===== config.mk =====
export PLATFORM = sky130hd
export DESIGN_NAME = sigma_mem_arbiter
export DESIGN_NICKNAME = d
export VERILOG_FILES = /design/src/rtl/sigma_mem_arbiter.sv
export SDC_FILE = /design/constraint.sdc
export NUM_CORES = 1
export LEC_CHECK = 0
export CAP_MARGIN = 20
export CORE_AREA = 5 5 120 122
export CTS_BUF_LIST = sky130_fd_sc_hd__clkbuf_8
export CTS_CLUSTER_DIAMETER = 50
export CTS_CLUSTER_SIZE = 24
export DETAILED_ROUTE_END_ITERATION = 6
export DIE_AREA = 0 0 125 127
export GPL_ROUTABILITY_DRIVEN = 0
export PLACE_DENSITY = 0.65
export SETUP_SLACK_MARGIN = 0.15
export SLEW_MARGIN = 20
export SYNTH_ARGS = -nofsm -noshare
export SYNTH_HDL_FRONTEND = slang
export SYNTH_SLANG_ARGS = --single-unit

===== constraint.sdc =====
create_clock -name clk_i -period 3.1 [get_ports clk_i]
set_input_delay 0.62 -clock clk_i [delete_from_list [all_inputs] [get_ports clk_i]]
set_output_delay 0.62 -clock clk_i [all_outputs]
set_load 0.05 [all_outputs]

===== src/rtl/sigma_mem_arbiter.sv =====
// Two-master round-robin arbiter for the shared sigma bus. A small ID FIFO
// remembers which master issued each outstanding read so in-order responses are steered back.
module sigma_mem_arbiter #(
    parameter int ADDR_WIDTH = 32,
    parameter int DATA_WIDTH = 32,
    parameter int RESP_DEPTH = 4
) (
    input  logic                    clk_i,
    input  logic                    rst_n_i,

    input  logic                    m0_req_i,
    output logic                    m0_ack_o,
    input  logic                    m0_we_i,
    input  logic [ADDR_WIDTH-1:0]   m0_addr_i,
    input  logic [DATA_WIDTH/8-1:0] m0_be_i,
    input  logic [DATA_WIDTH-1:0]   m0_wdata_i,
    output logic                    m0_resp_o,
    output logic [DATA_WIDTH-1:0]   m0_rdata_o,

    input  logic                    m1_req_i,
    output logic                    m1_ack_o,
    input  logic                    m1_we_i,
    input  logic [ADDR_WIDTH-1:0]   m1_addr_i,
    input  logic [DATA_WIDTH/8-1:0] m1_be_i,
    input  logic [DATA_WIDTH-1:0]   m1_wdata_i,
    output logic                    m1_resp_o,
    output logic [DATA_WIDTH-1:0]   m1_rdata_o,

    output logic                    s_req_o,
    input  logic                    s_ack_i,
    output logic                    s_we_o,
    output logic [ADDR_WIDTH-1:0]   s_addr_o,
    output logic [DATA_WIDTH/8-1:0] s_be_o,
    output logic [DATA_WIDTH-1:0]   s_wdata_o,
    input  logic                    s_resp_i,
    input  logic [DATA_WIDTH-1:0]   s_rdata_i,

    output logic                    err_o
);

    localparam int BE_WIDTH = DATA_WIDTH / 8;
    localparam int PTR_W = $clog2(RESP_DEPTH);
    localparam logic [PTR_W:0] FULL_COUNT = (PTR_W + 1)'(RESP_DEPTH);

    logic                  lock;
    logic                  locked_id;
    logic                  last_winner;
    logic                  err;
    logic [RESP_DEPTH-1:0] id_fifo;
    logic [PTR_W-1:0]      wr_ptr;
    logic [PTR_W-1:0]      rd_ptr;
    logic [PTR_W:0]        count;

    logic                  grant;
    logic                  sel_req;
    logic                  sel_we;
    logic [ADDR_WIDTH-1:0] sel_addr;
    logic [BE_WIDTH-1:0]   sel_be;
    logic [DATA_WIDTH-1:0] sel_wdata;
    logic                  fifo_full;
    logic                  fifo_empty;
    logic                  head;
    logic                  accept;
    logic                  push;
    logic                  pop;
    logic                  orphan_resp;

    // A locked grant sticks to the stalled master; otherwise the idle-side or round-robin choice wins.
    always_comb begin
        grant = ~last_winner;
        if (lock) begin
            grant = locked_id;
        end else if (m0_req_i && !m1_req_i) begin
            grant = 1'b0;
        end else if (m1_req_i && !m0_req_i) begin
            grant = 1'b1;
        end
    end

    always_comb begin
        sel_req   = m0_req_i;
        sel_we    = m0_we_i;
        sel_addr  = m0_addr_i;
        sel_be    = m0_be_i;
        sel_wdata = m0_wdata_i;
        if (grant) begin
            sel_req   = m1_req_i;
            sel_we    = m1_we_i;
            sel_addr  = m1_addr_i;
            sel_be    = m1_be_i;
            sel_wdata = m1_wdata_i;
        end
    end

    assign fifo_full  = (count == FULL_COUNT);
    assign fifo_empty = (count == '0);
    assign head       = id_fifo[rd_ptr];

    // Reads stall while every response slot is in use; writes never need a slot.
    assign s_req_o   = rst_n_i & sel_req & ~(~sel_we & fifo_full);
    assign s_we_o    = rst_n_i & sel_we;
    assign s_addr_o  = rst_n_i ? sel_addr  : '0;
    assign s_be_o    = rst_n_i ? sel_be    : '0;
    assign s_wdata_o = rst_n_i ? sel_wdata : '0;

    assign accept   = s_req_o & s_ack_i;
    assign push     = accept & ~sel_we;
    assign m0_ack_o = accept & ~grant;
    assign m1_ack_o = accept & grant;

    assign pop         = rst_n_i & s_resp_i & ~fifo_empty;
    assign orphan_resp = s_resp_i & fifo_empty;
    assign m0_resp_o   = pop & ~head;
    assign m1_resp_o   = pop & head;
    assign m0_rdata_o  = s_rdata_i;
    assign m1_rdata_o  = s_rdata_i;
    assign err_o       = rst_n_i & err;

    always_ff @(posedge clk_i) begin
        if (!rst_n_i) begin
            lock        <= 1'b0;
            locked_id   <= 1'b0;
            last_winner <= 1'b1;
            err         <= 1'b0;
            id_fifo     <= '0;
            wr_ptr      <= '0;
            rd_ptr      <= '0;
            count       <= '0;
        end else begin
            if (accept) begin
                lock        <= 1'b0;
                last_winner <= grant;
            end else if (s_req_o) begin
                lock      <= 1'b1;
                locked_id <= grant;
            end

            if (push) begin
                id_fifo[wr_ptr] <= grant;
                wr_ptr          <= wr_ptr + PTR_W'(1);
            end
            if (pop) begin
                rd_ptr <= rd_ptr + PTR_W'(1);
            end
            if (push && !pop) begin
                count <= count + (PTR_W + 1)'(1);
            end else if (pop && !push) begin
                count <= count - (PTR_W + 1)'(1);
            end

            if (orphan_resp) begin
                err <= 1'b1;
            end
        end
    end

endmodule


# Yosys cells after proc, flatten, opt, wreduce, memory -nomap -nowiden

Index checks and enable logic that the tools add are counted.

Bitwise gates (word level): 22
Reductions and logical operators: 13
$lt $le $gt $ge: 3
Eq/ne operators: 1
Multiplexer cells: 18
Add/subtract/negate cells: 4

Operator list:

| kind                                                        | number |
|---|---|
| 2-to-1 mux 32 bit                                           | 4 |
| AND 1 bit                                                   | 14 |
| 2-to-1 mux 4 bit                                            | 2 |
| inverter 1 bit                                              | 8 |
| 2-to-1 mux 1 bit                                            | 7 |
| less-than comparator 2 x 3 -> 1 bit (second input constant) | 2 |
| 2-to-1 mux 3 bit                                            | 2 |
| logical AND 1 bit                                           | 5 |
| adder 2 x 1 -> 2 bit (second input constant)                | 2 |
| bitwise mux 4 bit                                           | 1 |
| logical NOT 1 bit                                           | 4 |
| adder 3 x 1 -> 3 bit (second input constant)                | 1 |
| equality test 3 bit (second input constant)                 | 1 |
| logical NOT 3 bit                                           | 1 |
| subtractor 3 x 1 -> 3 bit (second input constant)           | 1 |
| binary-select mux 1 bit (select 2 bit)                      | 1 |
| demux 1 bit (select 2 bit)                                  | 1 |
| >= comparator 2 x 1 -> 1 bit (second input constant)        | 1 |
| AND reduction 2 bit                                         | 1 |
| nonzero test 2 bit                                          | 1 |
| OR reduction 2 bit                                          | 1 |

Logic and storage cells: 69
Input bits: 176
Bits in registers: 15
Output and inout bits: 139

# Logic depth before layout (Yosys ltp)

Depth after elaboration: 16
Mapped depth: 11
Gate-level depth less buffers: 11

# Worst setup path before layout

No wires, ideal clock.

Path type: input port to output port
Start point: input port m0_req_i
End point: output port s_addr_o[10]
Slack: -0.036 ns
Data required time: 2.480 ns
Arrival time: 2.516 ns
Stages on the path: 6
Cell sequence: nor2b_2 -> o211a_4 -> nor2_4 -> buf_2 -> nand2_1 -> a21boi_0

Cells in the longest elaborated chain, start to end: 7

Ends and longest elaborated chain:

| what                | RTL line | text |
|---|---|---|
| start: declaration  | 11       | `input logic m0_req_i,` |
| logical NOT 1 bit   | 75       | `end else if (m1_req_i && !m0_req_i) begin` |
| logical AND 1 bit   | 75       |  |
| 2-to-1 mux 1 bit    | 75       |  |
| 2-to-1 mux 1 bit *  | 73       | `end else if (m0_req_i && !m1_req_i) begin` |
| 2-to-1 mux 1 bit *  | 71       | `if (lock) begin` |
| 2-to-1 mux 32 bit * | 86       | `if (grant) begin` |
| 2-to-1 mux 32 bit * | 102      | `assign s_addr_o = rst_n_i ? sel_addr : '0;` |
| end: declaration    | 32       | `output logic [ADDR_WIDTH-1:0] s_addr_o,` |

Mark *: on every way between the ends. The rest lies on a longest branch, timed or not.

# Final worst setup path

Start point: input port m0_req_i
End point: output port s_wdata_o[19]

Cells in the longest elaborated chain, start to end: 7

Ends and longest elaborated chain:

| what                | RTL line | text |
|---|---|---|
| logical NOT 1 bit   | 75       |  |
| logical AND 1 bit   | 75       |  |
| 2-to-1 mux 1 bit    | 75       |  |
| 2-to-1 mux 1 bit *  | 73       |  |
| 2-to-1 mux 1 bit *  | 71       |  |
| 2-to-1 mux 32 bit * | 86       |  |
| 2-to-1 mux 32 bit * | 104      | `assign s_wdata_o = rst_n_i ? sel_wdata : '0;` |
| end: declaration    | 34       | `output logic [DATA_WIDTH-1:0] s_wdata_o,` |

Marked as above.

==> metrics <==
FF+latch count, synth=15; clk_lat worst skew=250 ps; die footprint=about 16,000 um2; WP buf/inv=5; worst slack, placed=-149 ps; # nets final=735; CP arrival=~2300 ps; Worst path max stage delay=about 260 ps; Hold Violations, Final=0; Mapped Cells=around 390; HPWL after detailed placement=roughly 11,000 um; Ys Warns=0; sequential power share=10.2%; RSZ-0062 raised after global routing=true; main area contributors after synthesis=nand2_1, buf_4, a21boi_0; DRC errors left=0; outcome=complete, no violations; TritonCTS clock tree=done; non-filler instance count after layout=728; vias in the first global route=3,454; wire per inst=around 20 um; Crit path top cell by count=buf_12; Sw Pwr=roughly 1100 uW; Port Buffer Count=218; Leak=0.00239 uW; HP Class=reg2reg; CP delay by family, top=buffers and inverters; Crit Path Max Fanout=14; Worst Skew=0.741 ps; Worst-Margin Slew=around 460 ps; Rel. slew slack=between 60 and 70%; Starting Density=19.8%; critical-path cell list=clkdlybuf4s15_1 -> nor2b_4 -> o211a_4 -> nor2_4 -> buf_6 -> buf_12 -> nand2_1 -> a21boi_2 -> buf_4 -> buf_12; grt total ovfl=0; 1st-pass router iterations=4; Most used DFF post-synth=dfxtp_1; antenna diode count=0; drt initial violations=roughly 140; Crit Path Class=in2out; ys async rst share=0%; met3 Use GR=under 10%; Via Count=between 3k and 4k; Achievable Freq=0.346 GHz; period utilization=93.3%; Routed WL=14,400 um; gr usage total=17.1%; initial antenna violation count=0; syn_area_per_cell=6.66 um2; largest net degree at the start of global routing=51; H-tree Lvls=1; count of cell types in the netlist=45; top cells by count, synth=nand2_1, buf_4, a21boi_0, a21boi_1, dfxtp_1; GRT Max-Usage Layer=met2; worst path required time=between 2000 and 2500 ps; Vias/cell=4.45; type of origin of the critical path=primary input; Layout Area Growth over Synthesis=124%; chip width=125 um; io pins=315; Synth Net Count=570; Final WS setup=roughly 210 ps; Synth Cell Area=2580 um2; Setup violations, final=0; hold-fix buffer count after cts=0; fin crit period=2890 ps; CTS root buf=clkbuf_8; CORE AREA=13,100 um2; most common cell in the synthesized netlist=nand2_1; VDD IR max=~290 uV; pwr dens=426 nW/um2; Switching Fraction=a little under half; maxcap violations=0; GRT met1 Usage=18.8%; M2 GR Usage=a little under a third; Max clock buf depth=2; share of the synthesized area in the top cell type=21.1%; Sink Count=15; Clock Power Share=under 10%; Detail Route Antenna Nets=0; worst hold slack=465 ps; Worst-path clk slew=60 ps; wire length of the first global-routing pass=21,500 um; post-synthesis sequential area ratio=11.6%; Placed Cells incl. Taps=slightly above 700; crit end category=output port; total CTS buffers=3; row count=42; layout cells sized above 1=a little under a third; Pint=about 1300 uW; Slowest cell on crit path=o211a_4; Post-synth EDFFs=0; area leader, netlist=nand2_1; Slew Limit Fails=0; height of the die=127 um; Comb pwr share=between 80 and 90%
-- cell families (layout without fill, tap and decap cells) --
family,Yosys count,in the layout,share of synthesized area (%)
AO/OA/AOI/OAI,85,85,26.5
XOR/XNOR,4,4,1.36
adder cells (fa/ha/maj),6,6,3.19
buffers and inverters,93,257,24.5
flip-flops,15,15,11.6
multiplexers,9,9,4.16
AND/OR/NAND/NOR,176,176,28.7
-- worst min-delay path, delay by kind of cell (launching register included) --
kind | cells | cell delay (ps)
flip-flops | 1 | 310
multiplexers | 1 | 60
AND/OR/NAND/NOR | 1 | 50
-- cells in the final DEF (no fill, tap or decap), types with 5 or more instances in the layout --
cell | netlist | final
nand3_1 | 5 | 5
buf_16 | 0 | 5
dfxtp_1 | 15 | 15
and2_1 | 5 | 5
clkdlybuf4s50_1 | 0 | 140
a21boi_2 | 0 | 38
buf_12 | 0 | 82
ha_1 | 5 | 5
a21boi_1 | 20 | 30
inv_1 | 4 | 5
nand2_1 | 145 | 142
mux2i_1 | 7 | 7
buf_4 | 69 | 15
-- registers in the layout, summed over array words and instances, names as in the netlist --
| name | cells |
|---|---|
| count | 3 |
| last_winner | 1 |
| err | 1 |
| lock | 1 |
| locked_id | 1 |
| wr_ptr | 2 |
| rd_ptr | 2 |
| id_fifo | 4 |
-- worst paths after layout --
path | startpoint | endpoint | slack, ps | cells after the start
worst max-delay path | m0_req_i | s_wdata_o[19] | 210 | 10
worst min-delay path | id_fifo[0] | id_fifo[0] | 470 | 2
worst max register to register | locked_id | count[2] | 500 | 11
worst min register to register | id_fifo[0] | id_fifo[0] | 470 | 2
-- what timing repair did --
item / CTS / global route
gates cloned: 6 / 1
pin swaps: 4 / 3
endpoints found under the hold margin: 0 / 0
buffers inserted: 5 / 0
gates resized for setup: 51 / 4
endpoints found under the setup margin: 70 / 26
-- metal layers --
layer | part of all wire [%] | vias to the layer above
met5 | 0 | -
met4 | 2.3 | 0
met3 | 8.5 | 30
met2 | 52 | 192
met1 | 37 | 1488
li1 | - | 1533
-- final cells by class --
| cell class | count | area, um2 |
|---|---|---|
| well taps | 176 | 220 |
| inverters | 5 | 18.8 |
| flip-flops and latches | 15 | 300 |
| repair buffers | 248 | 3380 |
| clock inverters | 1 | 3.75 |
| clock buffers | 3 | 41.3 |
| multi-input cells | 280 | 1830 |
| fillers | 1221 | 7290 |
-- metrics by stage --
stage,TNS (ps),util [%],cell area [um2],power [uW]
floorplan,0,-,2580,1360
global placement,-366,40.5,5290,2020
detailed placement,-1360,40.5,5290,2040
CTS,0,44.1,5770,2480
global route,0,44.3,5790,2600
finish,0,44.3,5790,2470
-- power by group through the flow --
stage | Sequential, uW | Combinational [uW] | Clock (uW)
floorplan | 247 | 1120 | 0
global placement | 251 | 1760 | 0
detailed placement | 255 | 1780 | 0
CTS | 251 | 2070 | 158
global route | 255 | 2170 | 169
finish | 251 | 2060 | 156
Note: power is estimated with default switching activity, not from simulation.
